`src/rtl/fifo_stream_reader.sv`:
```
`default_nettype none
// ============================================================================
// Module   : fifo_stream_reader
// Purpose  : Read-side drain engine for the AXI2SDRAM clock-crossing FIFO.
//            Pops the FIFO's registered read port (data valid one cycle after
//            the pop) and re-presents the words as a first-word-fall-through
//            valid/ready stream through a 2-entry buffer. This lets the stream
//            run at one word per cycle with no bubbles.
// Ports    : clk, reset       - consumer clock, synchronous active-high reset
//            fifo_empty       - FIFO empty flag (read-domain view)
//            fifo_rd_en       - pop request to the FIFO
//            fifo_data_out    - FIFO read data, valid the cycle after a pop
//            m_valid/m_ready  - stream handshake
//            m_data           - stream word (head of buffer)
//            flush            - discard all buffered and in-flight words
//            busy             - buffer non-empty or pop in flight
//            delivered_cnt    - words handed over        (RD_STATS_EN)
//            stall_cnt        - cycles valid & !ready    (RD_STATS_EN)
// Options  : define RD_STATS_EN to build the statistics counters; without it
//            the counter ports are tied to zero.
// Revision : 1.0 - initial release
// ============================================================================
module fifo_stream_reader #(
  parameter int DATA_SIZE = 32,
  parameter int CNT_WIDTH = 16
) (
  input  logic                 clk,
  input  logic                 reset,
  input  logic                 fifo_empty,
  output logic                 fifo_rd_en,
  input  logic [DATA_SIZE-1:0] fifo_data_out,
  output logic                 m_valid,
  input  logic                 m_ready,
  output logic [DATA_SIZE-1:0] m_data,
  input  logic                 flush,
  output logic                 busy,
  output logic [CNT_WIDTH-1:0] delivered_cnt,
  output logic [CNT_WIDTH-1:0] stall_cnt
);

  logic [1:0]           occ;       // buffered words, 0..2
  logic                 inflight;  // pop issued last cycle, data arriving now
  logic                 drop;      // discard marker for a word caught by flush
  logic [DATA_SIZE-1:0] head;
  logic [DATA_SIZE-1:0] tail;

  logic                 pop_out;
  logic                 capture;
  logic [2:0]           level;
  logic [1:0]           wr_slot;

  assign pop_out = m_valid & m_ready;

  // Words already committed to the buffer once this cycle's pop leaves.
  // occ + inflight never exceeds 2, so level stays within 0..2.
  assign level = {1'b0, occ} + {2'b0, inflight} - {2'b0, pop_out};

  assign fifo_rd_en = !reset && !flush && !fifo_empty && (level < 3'd2);

  // A word arriving during a flush cycle is part of what the flush discards.
  assign capture = inflight && !drop && !flush;

  // The arriving word lands behind whatever survives this cycle's pop.
  // When capture is set, occ - pop_out is 0 or 1.
  assign wr_slot = occ - {1'b0, pop_out};

  always_ff @(posedge clk) begin
    if (reset) begin
      occ      <= 2'd0;
      inflight <= 1'b0;
      drop     <= 1'b0;
      head     <= '0;
      tail     <= '0;
    end else begin
      inflight <= fifo_rd_en;
      if (flush) begin
        occ  <= 2'd0;
        drop <= inflight;
      end else begin
        // rd_en is blocked in the flush cycle, so the cycle after a flush has
        // no word arriving and the marker can be retired unconditionally.
        drop <= 1'b0;
        occ  <= occ + {1'b0, capture} - {1'b0, pop_out};
        if (pop_out) begin
          head <= tail;
        end
        // Placed after the shift so a capture into slot 0 takes priority.
        if (capture) begin
          if (wr_slot == 2'd0) begin
            head <= fifo_data_out;
          end else begin
            tail <= fifo_data_out;
          end
        end
      end
    end
  end

  assign m_valid = (occ != 2'd0);
  assign m_data  = head;
  assign busy    = (occ != 2'd0) || inflight;

`ifdef RD_STATS_EN
  logic [CNT_WIDTH-1:0] deliv_q;
  logic [CNT_WIDTH-1:0] stall_q;

  // Counters clear on reset only; a flush leaves the history intact.
  always_ff @(posedge clk) begin
    if (reset) begin
      deliv_q <= '0;
      stall_q <= '0;
    end else begin
      if (pop_out) begin
        deliv_q <= deliv_q + 1'b1;
      end
      if (m_valid && !m_ready) begin
        stall_q <= stall_q + 1'b1;
      end
    end
  end

  assign delivered_cnt = deliv_q;
  assign stall_cnt     = stall_q;
`else
  assign delivered_cnt = '0;
  assign stall_cnt     = '0;
`endif

endmodule
`default_nettype wire

```
`config.mk`:
```
export PLATFORM = sky130hd
export DESIGN_NAME = fifo_stream_reader
export DESIGN_NICKNAME = d
export VERILOG_FILES = /design/src/rtl/fifo_stream_reader.sv
export SDC_FILE = /design/constraint.sdc
export NUM_CORES = 1
export LEC_CHECK = 0
export ABC_CLOCK_PERIOD_IN_PS = 5900
export CORE_MARGIN = 2
export CORE_UTILIZATION = 49
export DETAILED_ROUTE_END_ITERATION = 10
export HOLD_SLACK_MARGIN = 0.05
export PLACE_DENSITY = 0.86
export SKIP_LAST_GASP = 1
export SYNTH_ARGS = -nofsm -noshare
export SYNTH_HDL_FRONTEND = slang
export SYNTH_SLANG_ARGS = --single-unit
```
`constraint.sdc`:
```
create_clock -name clk -period 5.9 [get_ports clk]
set_input_delay 1.18 -clock clk [delete_from_list [all_inputs] [get_ports clk]]
set_output_delay 1.18 -clock clk [all_outputs]
set_load 0.02 [all_outputs]
```
* Word-level counts from Yosys, hierarchy flattened
Index checks and enable logic that the tools add are counted.
** Operators by class
- Shift operators :: 0
- Bitwise gates (word level) :: 3
- Reduce and logical (&&, ||, !) cells :: 15
- Magnitude comparators :: 1
- Add/subtract/negate cells :: 5
- $mul :: 0
- Eq/ne operators :: 0
- Mux-type cells :: 3
- Divide/modulo/power cells :: 0
** Operators by type and width (count)
- $mux W32 :: 3
- $logic_and A1 B1 Y1 :: 5
- $logic_not A1 Y1 :: 4
- $reduce_or A2 Y1 :: 2
- $sub A2 B1 Y2 :: 2
- $add A2 B1 Y3 :: 1
- $lt A3 B2 Y1 const B :: 1
- $reduce_and A3 Y1 :: 1
- $sub A3 B1 Y3 :: 1
- $add A2 B1 Y2 :: 1
- $logic_not A2 Y1 :: 1
- $not A1 Y1 :: 2
- $reduce_bool A2 Y1 :: 1
- $and A1 B1 Y1 :: 1
- $logic_or A1 B1 Y1 :: 1
** Word-level totals
- Memories kept :: 0
- Output and inout bits :: 67
- Memory bits (read-only) :: 0
- Bits in writable memories :: 0
- Latch bits :: 0
- Input bits :: 37
- Register bits after elaboration :: 68
- Logic and storage cells :: 32

* Logic depth before layout (Yosys ltp)
- Word-level depth :: 6
- Gate-level depth with buffers :: 7
- Depth with buffers taken out :: 6

* Worst setup path before layout
OpenSTA, ideal clock, no wires.
- Path type :: input -> output
- From :: input m_ready
- To :: output fifo_rd_en
- Cell stages on the path :: 5
- Data arrival time :: 2.745 ns
- Path slack :: 1.975 ns
- Path buffers :: 0
- Required time :: 4.720 ns
- Cell sequence :: o21ai_1 > nor2_1 > fa_1 > nand2b_1 > nor4_1
** Between the ends
- Longest elaborated chain between the ends :: 4
** RTL lines
- start, declared :: RTL line 33 : input logic m_ready,
- $and A1 B1 Y1 :: RTL line 52 : assign pop_out = m_valid & m_ready;
- $sub A3 B1 Y3 :: RTL line 56 : assign level = {1'b0, occ} + {2'b0, inflight} - {2'b0, pop_out};
- $lt A3 B2 Y1 :: RTL line 58 : assign fifo_rd_en = !reset && !flush && !fifo_empty && (level < 3'd2);
- $logic_and A1 B1 Y1 :: RTL line 58
- end, declared :: RTL line 30 : output logic fifo_rd_en,
No other way between the ends.

* Worst setup path in the final report
Same ends and word-level chain as after synthesis.

==> impl_metrics.py <==
metrics = {
    "routing": {
        "dr.first_iter.drc_count": 142,
        "wire_per_inst_um": 13.48,
        "drt-total-wl_um": 6566,
        "vias_per_cell": 5.070,
        "detail_route.first_pass.iterations": 5,
        "ant_nets": 0,
        "vias": 2469,
        "drc": 0,
    },
    "clock_tree": {
        "cts-hold-fix-buffers": 0,
        "cts_made_buffers": 9,
        "cts_root_buffer": "clkbuf_8",
        "cts_resized": 0,
        "cts.path.max_buffers": 2,
        "clock-sinks": 68,
        "clock_latency_ns": 0.33,
        "clk_pin_slew_worst_paths_ns": 0.07,
        "cts-htree-levels": 3,
        "post_cts_buffers": 0,
        "cts_tree": "yes",
    },
    "sta": {
        "slew_headroom": 0.1954,
        "max_slew.worst_pin.slew_ns": 1.207,
        "holdWs_ns": 0.4559,
        "grt_setup_unrepaired": "no",
        "setup_viol": 0,
        "slew_violations": 0,
        "fin_tns_setup_ns": 0,
        "fin_crit_sh": 0.7984,
        "final_hold_viol_count": 0,
        "fmax_ghz": 0.2123,
        "finalCriticalPeriod_ns": 4.711,
        "setup_ws_ns": 1.189,
        "skew_ns": 0.006206,
    },
    "setup_path": {
        "cp_cell_sequence": "clkdlybuf4s50_1 -> o21ai_1 -> nor2_1 -> fa_1 -> nand2b_1 -> nor4_1 -> clkdlybuf4s50_1",
        "cp_data_required_time_ns": 4.72,
        "cp-end-kind": "output port",
        "crit_arrival_ns": 3.53,
        "crit_path_max_incr_delay_ns": 0.65,
        "slowest_stage": "clkdlybuf4s50_1",
        "path_class": "in2out",
        "path_max_fanout": 4,
        "critPathBufInv": 2,
        "cp_top_family": "buffers and inverters",
        "cpMostUsedCell": "clkdlybuf4s50_1",
        "start_kind": "input pin",
    },
    "finish": {
        "final_common_cell": "clkdlybuf4s50_1",
        "seqCellArea_mm2": 0.001361,
        "synthToLayoutAreaGrowth_pct": 25.36,
        "multi_input_area_mm2": 0.001291,
        "drive_gt1_frac": 0.1044,
        "final_cell_mix": "clkdlybuf4s50_1, dfxtp_1, nand2_1, a21oi_1",
        "num-fill-cells": 528,
        "num_antenna_cells": 0,
        "finalInstanceArea_mm2": 0.003797,
        "fin_nets": 446,
    },
    "yosys": {
        "synth.yosys.seq_area_share": 0.4494,
        "yosysUniqueCellTypes": 30,
        "synth_edf_count": 0,
        "synthArstFlopShare": 0,
        "ys_ff_latch": 68,
        "syn_area_mm2": 0.003029,
        "synth.avg_cell_area_um2": 8.680,
        "netlist_instances": 349,
        "ys.warnings.count": 0,
        "synthFlopType": "dfxtp_1",
    },
    "placed_design": {
        "port_buffers": 71,
        "dpl.hpwl_um": 4214,
        "place_ws_ns": 1.198,
        "post_dp_cell_area_mm2": 0.003595,
        "gp_congestion": 0.7315,
    },
    "grt": {
        "grt_pass1_vias": 2254,
        "grt_max_degree": 69,
        "track_usage": 0.2006,
        "antenna_found_initial": 0,
        "overflow": 0,
        "grt_first_pass_wirelength_um": 10310,
    },
    "die": {
        "io_pins": 104,
        "num_rows": 28,
        "start_util": 0.5086,
        "die_w_um": 82.63,
        "die_h_um": 82.63,
        "core_mm2": 0.005956,
        "die-area_mm2": 0.006827,
    },
    "outcome": {
        "status": "completed",
    },
    "min_path": {
        "hold_class": "reg2reg",
    },
    "flow_run": {
        "maxCapViolCount": 0,
    },
    "pwr": {
        "peakVddDrop_uv": 164.5,
        "power_density_mw_per_mm2": 258.0,
        "finalPower_uw": 979.7,
        "p_leak_nw": 1.501,
    },
}
==> routing by layer <==
metal / up-vias / GRT usage / share of wire
li1: 1225 / - / -
met1: 1147 / 0.2416 / 0.44
met2: 92 / 0.3492 / 0.48
met3: 5 / 0.04457 / 0.066
met4: 0 / 0.07377 / 0.011
met5: - / 0 / 0
==> final cells by class <==
class / instances / share of cell area
Clock buffer: 12 / 0.04086
Clock inverter: 4 / 0.01252
Inverter: 32 / 0.03163
Multi-Input combinational cell: 222 / 0.3400
Sequential cell: 68 / 0.3585
Tap cell: 75 / 0.02471
Timing Repair Buffer: 74 / 0.1918
==> state kept, by name (all words and copies together), names as in the netlist <==
register and cells:
inflight 1, occ 2, m_data 32, tail 32
drop 1
==> through the flow <==
stage                 util  instances
floorplan                -        380
global placement    0.6036        471
detailed placement  0.6036        471
CTS                 0.6376        487
global route        0.6376        487
finish              0.6376        487
==> report_power, final <==
group | internal, mW | switching, mW | leakage (nW)
logic | 0.0558 | 0.0665 | 0.848
registers | 0.469 | 0.00650 | 0.550
clock network | 0.217 | 0.165 | 0.102
==> cells by family (layout without fill, tap and decap cells) <==
kind of cell	Yosys count	count (layout)	synth area share
AND/OR/NAND/NOR	82	82	0.1227
adder cells (fa/ha/maj)	2	2	0.01074
flip-flops	68	68	0.4494
AO/OA/AOI/OAI	101	101	0.2375
XOR/XNOR	5	5	0.01446
other	1	32	0.001238
buffers and inverters	90	122	0.1640
==> synth_stat cells (2+ instances only) <==
master / instances / share of area
dfxtp_1: 68 / 0.45
buf_6: 4 / 0.015
buf_4: 32 / 0.079
buf_2: 7 / 0.012
a21oi_1: 65 / 0.11
inv_1: 32 / 0.040
nor2_1: 3 / 0.0037
xor2_1: 3 / 0.0087
clkbuf_1: 15 / 0.019
o221a_2: 17 / 0.063
nor4_1: 2 / 0.0041
o21ai_1: 2 / 0.0033
xnor2_1: 2 / 0.0058
or2_4: 2 / 0.0058
nand2_1: 66 / 0.082
o221a_1: 15 / 0.056
==> path summary, 6_finish.rpt <==
check	startpoint	depth (start not counted)	slack, ns	endpoint
worst min register to register	tail[7]	2	0.46	tail[7]
worst min-delay path	tail[7]	2	0.46	tail[7]
worst max register to register	inflight	4	3.68	tail[20]
worst max-delay path	m_ready	7	1.19	fifo_rd_en
==> worst reg2reg max path, delay by kind of cell (launching register included) <==
family           cells  cell delay, ns
AO/OA/AOI/OAI        2            1.16
flip-flops           1            0.45
AND/OR/NAND/NOR      2            0.53
Power figures use the tool's default switching activity.
